**config.mk**
```make
export PLATFORM = sky130hd
export DESIGN_NAME = param_counter
export DESIGN_NICKNAME = d
export VERILOG_FILES = /design/src/rtl/param_counter_pkg.sv /design/src/rtl/counter_prescaler.sv /design/src/rtl/param_counter.sv
export SDC_FILE = /design/constraint.sdc
export NUM_CORES = 1
export LEC_CHECK = 0
export CAP_MARGIN = 15
export CORE_MARGIN = 2
export CORE_UTILIZATION = 51
export DETAILED_ROUTE_END_ITERATION = 10
export HOLD_SLACK_MARGIN = 0.15
export PLACE_DENSITY = 0.84
export SLEW_MARGIN = 20
export SYNTH_ARGS = -nofsm -noshare
export SYNTH_HDL_FRONTEND = slang
export SYNTH_HIERARCHICAL = 1
export SYNTH_SLANG_ARGS = --single-unit
```
**constraint.sdc**
```tcl
create_clock -name clk -period 5.2 [get_ports clk]
set_input_delay 0.52 -clock clk [delete_from_list [all_inputs] [get_ports clk]]
set_output_delay 0.52 -clock clk [all_outputs]
set_load 0.02 [all_outputs]
```
**src/rtl/param_counter_pkg.sv**
```systemverilog
// Shared constants and helpers for param_counter and its prescaler.
package param_counter_pkg;

    localparam logic MODE_WRAP = 1'b0;
    localparam logic MODE_SAT  = 1'b1;

    localparam logic DIR_DOWN = 1'b0;
    localparam logic DIR_UP   = 1'b1;

    // Prescaler counter width; never narrower than one bit so PRESCALE=1 still elaborates.
    function automatic int presc_width(input int prescale);
        if (prescale <= 2) begin
            return 1;
        end
        return $clog2(prescale);
    endfunction

endpackage

```
**src/rtl/counter_prescaler.sv**
```systemverilog
// Counts enabled cycles 0..PRESCALE-1 and asserts tick on the last one.
module counter_prescaler
    import param_counter_pkg::*;
#(
    parameter int PRESCALE = 4
) (
    input  logic clk,
    input  logic rst,
    input  logic sync_clr,
    input  logic enable,
    output logic tick
);

    localparam int PW = presc_width(PRESCALE);
    localparam logic [PW-1:0] LAST = PW'(PRESCALE - 1);

    logic [PW-1:0] cnt_q;
    logic [PW-1:0] cnt_d;

    assign tick = enable && !sync_clr && (cnt_q == LAST);

    always_comb begin
        cnt_d = cnt_q;
        if (sync_clr) begin
            cnt_d = '0;
        end else if (enable) begin
            cnt_d = tick ? '0 : cnt_q + PW'(1);
        end
    end

    always_ff @(posedge clk) begin
        if (rst) begin
            cnt_q <= '0;
        end else begin
            cnt_q <= cnt_d;
        end
    end

endmodule

```
**src/rtl/param_counter.sv**
```systemverilog
// Parametrised up/down wrap/saturate counter with load, clear, tc pulse and sticky ovf.
// Define PARAM_COUNTER_PRESCALE_EN to build in the enabled-cycle prescaler.
module param_counter
    import param_counter_pkg::*;
#(
    parameter int WIDTH    = 8,
    parameter int MOD      = 256,
    parameter int PRESCALE = 4
) (
    input  logic             clk,
    input  logic             rst,
    input  logic             enable,
    input  logic             up,
    input  logic             mode,
    input  logic             clear,
    input  logic             load,
    input  logic [WIDTH-1:0] load_val,
    output logic [WIDTH-1:0] out,
    output logic             tc,
    output logic             ovf
);

    // One extra bit keeps MOD-1 representable and comparisons exact when MOD=2**WIDTH.
    localparam logic [WIDTH:0]   MAX_EXT = (WIDTH + 1)'(MOD - 1);
    localparam logic [WIDTH-1:0] MAX_OUT = MAX_EXT[WIDTH-1:0];

    logic [WIDTH-1:0] out_q, out_d;
    logic             tc_q, tc_d;
    logic             ovf_q, ovf_d;
    logic [WIDTH:0]   out_ext;
    logic [WIDTH:0]   load_ext;
    logic [WIDTH-1:0] load_clamped;
    logic             step_tick;

`ifdef PARAM_COUNTER_PRESCALE_EN
    counter_prescaler #(
        .PRESCALE (PRESCALE)
    ) u_prescaler (
        .clk      (clk),
        .rst      (rst),
        .sync_clr (clear | load),
        .enable   (enable),
        .tick     (step_tick)
    );
`else
    // Without the prescaler every enabled cycle steps; an illegal PRESCALE idles the counter.
    assign step_tick = (PRESCALE >= 1);
`endif

    assign out_ext      = {1'b0, out_q};
    assign load_ext     = {1'b0, load_val};
    assign load_clamped = (load_ext > MAX_EXT) ? MAX_OUT : load_val;

    always_comb begin
        out_d = out_q;
        tc_d  = 1'b0;
        ovf_d = ovf_q;
        if (clear) begin
            out_d = '0;
            ovf_d = 1'b0;
        end else if (load) begin
            out_d = load_clamped;
        end else if (enable && step_tick) begin
            if (up == DIR_UP) begin
                if (out_ext == MAX_EXT) begin
                    tc_d = 1'b1;
                    if (mode == MODE_WRAP) begin
                        out_d = '0;
                    end
                end else begin
                    out_d = out_q + WIDTH'(1);
                end
            end else begin
                if (out_q == '0) begin
                    tc_d = 1'b1;
                    if (mode == MODE_WRAP) begin
                        out_d = MAX_OUT;
                    end
                end else begin
                    out_d = out_q - WIDTH'(1);
                end
            end
            ovf_d = ovf_q | tc_d;
        end
    end

    always_ff @(posedge clk) begin
        if (rst) begin
            out_q <= '0;
            tc_q  <= 1'b0;
            ovf_q <= 1'b0;
        end else begin
            out_q <= out_d;
            tc_q  <= tc_d;
            ovf_q <= ovf_d;
        end
    end

    assign out = out_q;
    assign tc  = tc_q;
    assign ovf = ovf_q;

endmodule

```
==> reports/metrics.yaml, run 1 <==
startpoint: "up"
core_area_um2: 1689
switching_share: 0.3463
crit_end: "out[2]"
drtIter0Drc: 45
critPathMaxFanout: 17
ys_types: 44
required_ns: 5.36
diodes: 0
grt_pass1_wl_mm: 3.995
pwr-share-clk: 0.231
rrSetupSlack_ns: 2.97
fp.dieW_um: 46
die_y_um: 46
dp_hpwl_mm: 1.910
routed_wl_mm: 2.580
grt_antenna_before_repair: 0
outcome: "finished, final reports clean"
p_sw_uw: 77.99
final-setup-viol-count: 0
synth_edf_count: 0
io_pins: 25
numCtsBuffers: 3
post_cts_buffers: 0
clock_sinks: 10
fin_area_um2: 1141
syn_to_final_growth_pct: 26.84
start_util: 0.5326
p_per_area_nw_per_um2: 197.4
cts_resized: 0
cts_htree_levels: 1
nets: 161
vias: 1038
leakagePower_nw: 0.4205
min_path_type: "reg2reg"
drc: 0
maxSlewViolCount: 0
cp-end-kind: "flip-flop"
antenna_left: 0
dp_slack_ns: 2.638
rsz0062_at_grt: "false"
cts_root_buffer: "clkbuf_4"
synth-async-reset-ratio: 0
ys_ff_latch: 10
slew_headroom: 0.6396
clock_path_buffers: 2
period_minus_slack_ns: 2.316
tightest_slew_ns: 0.5389
worstRegToRegCells: 7
crit_type: "in2reg"
finalHoldViolations: 0
routedWlPerCell_um: 16.33
start_kind: "input port"
clock_latency_ns: 0.26
drive_above_1_share: 0.07092
grt_max_degree: 18
worst_r2r_endpoint: "out[2]"
grt-ovfl-total: 0
grt_usage: 0.2605
pwr-share-comb: 0.363
cap_violations: 0
synth_area_um2: 899.6
finalWorstSetupSlack_ns: 2.885
fin_hold_ws_ns: 0.4672
cts_tree: "built"
yosys_warnings: 6
syn_area_per_cell_um2: 7.314
cp.arrival_ns: 2.48
placed_area_um2: 1119
dr.pass1.iters: 4
seq_power_share: 0.406
hold_buffers: 0
viasPerCell: 6.570
die-area_um2: 2116
intPower_uw: 147.2
ir_drop_uv: 155.9
gp_congestion: 0.9260
seq_area_frac_synth: 0.2225
fillCellCount: 148
fin_tns_setup_ns: 0
synthCells: 123
syn_nets: 141
numPortBuffers: 24
r2r-start: "out[0]"
min_period_over_period: 0.4453
num_rows: 15
skew_ns: 0.001040
ys.flop_type: "dfxtp_1"
fmax_mhz: 431.9
grt_pass1_vias: 858
clk_pin_slew_ns: 0.06
[cell usage after synthesis, types with 2 or more instances]
| cell type | n | share of area |
|---|---|---|
| a211oi_1 | 4 | 0.033 |
| dfxtp_1 | 10 | 0.22 |
| a31oi_1 | 3 | 0.021 |
| and3_1 | 2 | 0.014 |
| nor2_1 | 9 | 0.038 |
| o2111ai_1 | 2 | 0.019 |
| a41o_1 | 2 | 0.022 |
| ha_1 | 3 | 0.042 |
| o21ai_0 | 9 | 0.050 |
| a21oi_1 | 7 | 0.039 |
| nand2_1 | 7 | 0.029 |
| or3_1 | 3 | 0.021 |
| nor4_1 | 3 | 0.021 |
| o21a_1 | 3 | 0.025 |
| nor3_1 | 3 | 0.017 |
| xor2_1 | 2 | 0.019 |
| nand3_1 | 8 | 0.045 |
| nand4_1 | 3 | 0.021 |
| o211ai_1 | 3 | 0.025 |
| clkbuf_1 | 7 | 0.029 |
| inv_1 | 7 | 0.029 |
[worst max-delay path: stages]
cell	delay, ns
clkdlybuf4s50_1	0.81
nand4_1	0.22
nor2_1	0.26
o21a_1	0.23
o21ai_1	0.13
a221oi_1	0.31
[sequential cells by signal, indices dropped and copies added (netlist names)]
name / cells
out: 8
ovf: 1
tc: 1
[cells by family after synthesis]
| kind of cell | after synthesis | share of synthesized area |
|---|---|---|
| adder cells (fa/ha/maj) | 3 | 0.04173 |
| AO/OA/AOI/OAI | 44 | 0.3352 |
| flip-flops | 10 | 0.2225 |
| XOR/XNOR | 3 | 0.02921 |
| AND/OR/NAND/NOR | 47 | 0.2949 |
| buffers and inverters | 16 | 0.07650 |
[area by class of cell]
type                            instances  area, µm²  area share
Tap cell                               17      21.27     0.01864
Inverter                                7      26.28     0.02303
Sequential cell                        10      200.2      0.1754
Clock buffer                            3      22.52     0.01974
Timing Repair Buffer                   24      240.2      0.2105
Multi-Input combinational cell         97      630.6      0.5526
[layout by cell type (no fill, tap or decap), types with 2 or more instances in the layout]
master,instances
nand2_1,7
nand3_1,8
and3_1,2
nor2_1,9
a211oi_1,4
a41o_1,2
a21oi_1,7
ha_1,3
dfxtp_1,10
clkbuf_4,3
inv_1,7
o211ai_1,3
or3_1,3
o2111ai_1,2
o21ai_0,9
a31oi_1,3
nor3_1,3
o21a_1,3
nor4_1,3
clkdlybuf4s50_1,24
nand4_1,3
xor2_1,2
[through the flow]
stage / cells / total power, mW / util
after floorplan: 123 / 0.1430 / -
final: 158 / 0.2252 / 0.6756
after detailed placement: 155 / 0.1726 / 0.6622
after CTS: 158 / 0.2249 / 0.6756
after global placement: 155 / 0.1703 / 0.6622
after global routing: 158 / 0.2385 / 0.6756
[power by group through the flow]
stage | Combinational [mW] | Sequential, mW | Clock (mW)
3_5_place_dp | 0.0799 | 0.0927 | 0
2_1_floorplan | 0.0523 | 0.0908 | 0
3_3_place_gp | 0.0778 | 0.0925 | 0
5_1_grt | 0.0880 | 0.0924 | 0.0581
6_report | 0.0818 | 0.0915 | 0.0519
4_1_cts | 0.0806 | 0.0909 | 0.0534
[metal layers]
layer	part of all wire	global-route usage
met1	0.42	0.3555
met2	0.47	0.4000
met3	0.099	0.07143
met4	0.018	0.06857
met5	0	0
[how the worst min path moves through the flow]
| stage | from | endpoint | slack (ns) | cells after the start |
|---|---|---|---|---|
| finish | ovf | ovf | 0.47 | 1 |
| detailed placement | ovf | ovf | 0.45 | 1 |
| global route | ovf | ovf | 0.48 | 1 |
| floorplan | ovf | ovf | 0.59 | 1 |
| CTS | ovf | ovf | 0.47 | 1 |
| global placement | ovf | ovf | 0.45 | 1 |
Power figures use the tool's default switching activity.
==> inputs of run 2 (changes only) <==
- CORE_UTILIZATION: 51 -> 42
- PLACE_DENSITY: 0.84 -> 0.74
- clock period: 5.2 -> 1.9 ns (I/O delays scaled with it)
==> run 2 against run 1 <==
- the run now ends with setup timing left
- non-clock buffer count up 21
- via count grew 13%
- clock skew up 0.0059 ns
- largest power group is now combinational logic
==> reports/metrics.yaml, run 2 (same netlist as run 1, synthesis figures left out) <==
ir_drop_uv: 342.9  # +120%
clk_pin_slew_ns: 0.08  # +0.02 ns
cp-end-kind: "flip-flop"
clock_latency_ns: 0.28  # +0.02 ns
io_pins: 25  # unchanged
tightest_slew_ns: 0.5223  # -0.01662 ns
utilization: 0.7216  # +0.04603
instances_no_fill: 190  # +20%
numPortBuffers: 24  # unchanged
start_util: 0.4539  # -0.07868
placed_area_um2: 1300  # +16%
viasPerCell: 6.147  # -6.4%
final_cell_mix: "clkdlybuf4s50_1, buf_4, o21ai_0, nand3_1, nor2_1"
maxSlewViolCount: 0  # unchanged
fin_hold_ws_ns: 0.4845  # +0.01738 ns
leakagePower_nw: 0.5513  # +31%
rrSetupSlack_ns: -0.004  # -2.97 ns
fin_area_um2: 1430  # +25%
grt_max_degree: 14  # -4
min_path_type: "reg2reg"
cts_root_buffer: "clkbuf_4"
drc: 0  # unchanged
layout_commonest_cell: "clkdlybuf4s50_1"
seqCellArea_um2: 210.2  # +5.0%
drive_above_1_share: 0.3067  # +0.2358
slew_headroom: 0.6505  # +0.01092
hold-path-cell-count: 1  # unchanged
grt_pass1_vias: 1056  # +23%
grt_usage: 0.2451  # -0.01531
routed_wl_mm: 2.966  # +15%
critPathMaxFanout: 3  # -14
fillCellCount: 149  # +0.68%
hp-start: "ovf"
grt_pass1_wl_mm: 4.761  # +19%
min_period_over_period: 1.002
nets: 182  # +13%
finalWorstSetupSlack_ns: -0.004109  # -2.889 ns
hold_buffers: 0  # unchanged
finalHoldViolations: 0  # unchanged
cap_violations: 0  # unchanged
crit_type: "reg2reg"
largest_reg_flops: 8  # unchanged
die-area_um2: 2528  # +19%
dp_hpwl_mm: 2.210  # +16%
fmax_mhz: 525.2
syn_to_final_growth_pct: 58.97
required_ns: 2.08  # -3.28 ns
num_rows: 16  # +1
cts_tree: "built"
multi_input_area_um2: 716.9  # +14%
numCtsBuffers: 3  # unchanged
clock_sinks: 10  # unchanged
period_minus_slack_ns: 1.904
grt-ovfl-total: 0  # unchanged
p_per_area_nw_per_um2: 526.6  # +170%
whs_endpoint: "ovf"
antenna_left: 0  # unchanged
gp_congestion: 0.9862  # +6.5%
cts_htree_levels: 1  # unchanged
routedWlPerCell_um: 15.61  # -4.4%
vias: 1168  # +13%
dr.pass1.iters: 5  # +1
die_y_um: 50.28  # +9.3%
grt_antenna_before_repair: 0  # unchanged
diodes: 0  # unchanged
worst_r2r_endpoint: "out[2]"
outcome: "complete, but fails checks"
dp.cells: 185  # +19%
skew_ns: 0.006937  # +0.005897 ns
core_area_um2: 1982  # +17%
clock_path_buffers: 2  # unchanged
fp.dieW_um: 50.28  # +9.3%
drtIter0Drc: 50  # +11%
rsz0062_at_grt: "true"
worstRegToRegCells: 7  # unchanged
start_kind: "flip-flop"
cp.arrival_ns: 2.08  # -0.40 ns
r2r-start: "out[1]"
final-setup-viol-count: 1  # +1
failed_checks: "setup timing"
power_uw: 753.1  # +230%
run 2: cell count changes in the layout (fill, tap and decap cells not counted), moves of 2 or more:
cell     before  now
buf_4         0   20
dfxtp_1      10    6
dfxtp_2       0    2
ha_4          0    2
dfxtp_4       0    2
ha_1          3    1
inv_4         0    2
inv_1         7    5
run 2: worst max-delay path, stage by stage (launching register included):
cell	delay [ns]
dfxtp_4	0.36
inv_4	0.06
ha_4	0.13
or3b_4	0.40
or3_4	0.36
nand2_4	0.09
o211ai_1	0.10
a221oi_1	0.31
run 2: final cells by class:
cell class | count | share of cell area
Clock buffer | 4 | 0.02537
Sequential cell | 10 | 0.1470
Multi-Input combinational cell | 97 | 0.5013
Inverter | 7 | 0.02187
Timing Repair Buffer | 45 | 0.2808
Tap cell | 27 | 0.02362
run 2: worst max path at each step:
| stage | endpoint | slack (ns) | from |
|---|---|---|---|
| after floorplan | out[2] | 0.02 | out[5] |
| after global placement | out[2] | 0.03 | up |
| after detailed placement | out[2] | -0.05 | up |
| after CTS | out[2] | 0.0004 | out[0] |
| after global routing | out[2] | -0.03 | out[1] |
| final | out[2] | -0.004 | out[1] |
run 2: layer usage:
metal	track usage	routed length, µm	up-vias	share of wire
met4	0.1019	85	0	0.029
met5	0	0	-	0
li1	-	-	556	-
met2	0.4035	1424	76	0.48
met1	0.3211	1216	521	0.41
met3	0.02976	240	15	0.081
run 2: through the flow:
step,setup TNS [ns],setup slack (ns)
CTS,0,0.0003972
finish,-0.004109,-0.004109
global placement,0,0.02675
detailed placement,-0.07521,-0.05469
global route,-0.04787,-0.02874
floorplan,0,0.01552
run 2: what timing repair did:
action | CTS | global route
resized for setup | 5 | 15
pin swaps | 7 | 7
setup buffers | 2 | 0
endpoints found under the setup margin | 5 | 7
run 2: power by group:
part | leakage, nW | internal [mW] | switching, mW
clock | 0.0210 | 0.117 | 0.0881
sequential | 0.0840 | 0.220 | 0.0127
combinational | 0.446 | 0.160 | 0.156
total | 0.551 | 0.496 | 0.257
==> inputs of run 3 (changes only) <==
- CORE_UTILIZATION: 42 -> 55
- DONT_BUFFER_PORTS: default -> 1
- PLACE_DENSITY: 0.74 -> 0.73
==> run 3 against run 2 <==
- combinational power is 20% lower
- the flow now finishes without violations
- highest routed layer unchanged
- clock power is 7% lower
- critical path depth unchanged
- hold slack lost 0.33 ns
- utilization increased by 3.9 points
- first-iteration DRC count is 68% higher
- via count shrank 4.1%
- final cell count fell by 19%
==> reports/metrics.yaml, run 3 (same netlist as run 1, synthesis figures left out) <==
grt-ovfl-total: 0  # unchanged
outcome: "finished, final reports clean"
grt_util_met2: 0.5735  # +0.1700
power_uw: 673.7  # -11%
crit_slowest_cell: "or3b_4"
start_kind: "flip-flop"
drive_above_1_share: 0.3139  # +0.007120
dr.pass1.iters: 5  # unchanged
period_minus_slack_ns: 1.868  # -0.03605 ns
layout_commonest_cell: "buf_4"
largest_reg_flops: 8  # unchanged
required_ns: 2.11  # +0.03 ns
fp.dieW_um: 44.45  # -12%
grt_max_degree: 18  # +4
clock_latency_ns: 0.27  # about the same
die-area_um2: 1975  # -22%
switching_share: 0.3352  # -0.006346
grt.busiest_layer: "met2"
min_path_type: "in2reg"
use_met3: 0.08163  # +0.05187
numPortBuffers: 0  # -100%
dp_slack_ns: -0.03091  # +0.02378 ns
p_per_area_nw_per_um2: 581.5  # +10%
drc: 0  # unchanged
diodes: 0  # unchanged
intPower_uw: 447.9  # -9.7%
grt_pass1_wl_mm: 4.512  # -5.2%
ir_drop_uv: 562.0  # +64%
syn_to_final_growth_pct: 28.79
gp_congestion: 0.9025  # -8.5%
seq_power_share: 0.344  # +0.035
finalHoldViolations: 0  # unchanged
fmax_mhz: 535.3  # +1.9%
cp.arrival_ns: 2.07  # about the same
die_y_um: 44.45  # -12%
final_cell_mix: "buf_4, o21ai_0, nand3_1, nor2_1"
grt_use_met1: 0.3722  # +0.05111
cts_root_buffer: "clkbuf_4"
grt_pass1_vias: 961  # -9.0%
core_area_um2: 1524  # -23%
nets: 156  # -14%
slew_headroom: 0.6391  # -0.01138
numCtsBuffers: 3  # unchanged
skew_ns: 0.004912  # -0.002025 ns
cts_htree_levels: 1  # unchanged
clk_pin_slew_ns: 0.06  # -0.02 ns
final-setup-viol-count: 0  # -1
grt_antenna_before_repair: 0  # unchanged
viasPerCell: 7.320  # +19%
clock_sinks: 10  # unchanged
pwr-share-comb: 0.374  # -0.046
dp_hpwl_mm: 2.050  # -7.3%
start_util: 0.5903  # +0.1364
maxSlewViolCount: 0  # unchanged
min_period_over_period: 0.9832  # -0.01897
grt_usage: 0.3182  # +0.07304
cts_tree: "built"
num_rows: 14  # -2
routed_wl_mm: 3.010  # +1.5%
slowest_delay_ns: 0.40  # about the same
routedWlPerCell_um: 19.67  # +26%
clock_path_buffers: 2  # unchanged
critPathMaxFanout: 3  # unchanged
tightest_slew_ns: 0.5393  # +0.01701 ns
cap_violations: 0  # unchanged
cp_cell_sequence: "inv_2, ha_4, or3b_4, or3_4, a31o_1, nor3b_2, o21a_1"
drtIter0Drc: 84  # +68%
leakagePower_nw: 0.4420  # -20%
rsz0062_at_grt: "true"
finalWorstSetupSlack_ns: 0.03194  # +0.03605 ns
p_sw_uw: 225.9  # -12%
cp-end-kind: "flip-flop"
crit_type: "reg2reg"
antenna_left: 0  # unchanged
pwr-share-clk: 0.282  # +0.010
vias: 1120  # -4.1%
io_pins: 25  # unchanged
run 3: changes by cell type in the layout (fill, tap and decap cells not counted), moves of 2 or more:
cell,delta
dlygate4sd3_1,+5
clkdlybuf4s50_1,-24
buf_4,-6
a21oi_1,-2
a21oi_2,+2
run 3: area by class of cell:
class	instances	area [µm²]
Multi-Input combinational cell	97	708.2
Inverter	7	28.78
Clock buffer	4	36.28
Sequential cell	10	210.2
Fill cell	116	365.4
Timing Repair Buffer	19	155.1
Tap cell	16	20.02
run 3: critical path: cells and delay by family (launching register included):
family	cells	cell delay, ns
compound gates	2	0.32
simple gates	3	0.94
flops	1	0.34
buf+inv	1	0.07
fa+ha+maj	1	0.13
run 3: per-stage QoR:
stage | hold slack [ns] | util | setup TNS, ns | instances | area, µm²
final | 0.1560 | 0.7603 | 0 | 153 | 1159
after global routing | 0.1541 | 0.7603 | -0.07257 | 153 | 1159
after CTS | 0.1535 | 0.7217 | 0 | 152 | 1100
after detailed placement | 0.2726 | 0.6420 | -0.08924 | 141 | 978.4
after global placement | 0.2747 | 0.6420 | 0 | 141 | 978.4
after floorplan | 0.3448 | - | 0 | 123 | 924.6
run 3: power groups by stage:
stage / Sequential, mW / Combinational (mW) / Clock, mW
floorplan: 0.249 / 0.151 / 0
global placement: 0.235 / 0.200 / 0
detailed placement: 0.236 / 0.205 / 0
CTS: 0.231 / 0.227 / 0.195
global route: 0.232 / 0.267 / 0.205
finish: 0.232 / 0.252 / 0.190
run 3: routing by layer:
metal  share of wire  vias up  wire [µm]
met5               0        -          0
met4           0.047        0        142
met3            0.13       21        379
met2            0.46       96       1378
met1            0.37      502       1110
li1                -      501          -
run 3: path summary, 6_finish.rpt:
path | endpoint | slack [ns] | cells past startpoint | startpoint
max | out[0] | 0.03 | 7 | out[0]
min | ovf | 0.16 | 2 | load
max reg2reg | out[0] | 0.03 | 7 | out[0]
min reg2reg | out[6] | 0.59 | 2 | out[6]
run 3: timing repair:
action	in CTS	in global routing
buffers inserted	2	1
endpoints found under the setup margin	4	8
hold buffers	5	0
gates resized for setup	5	12
pin swaps	4	5
endpoints found under the hold margin	4	0
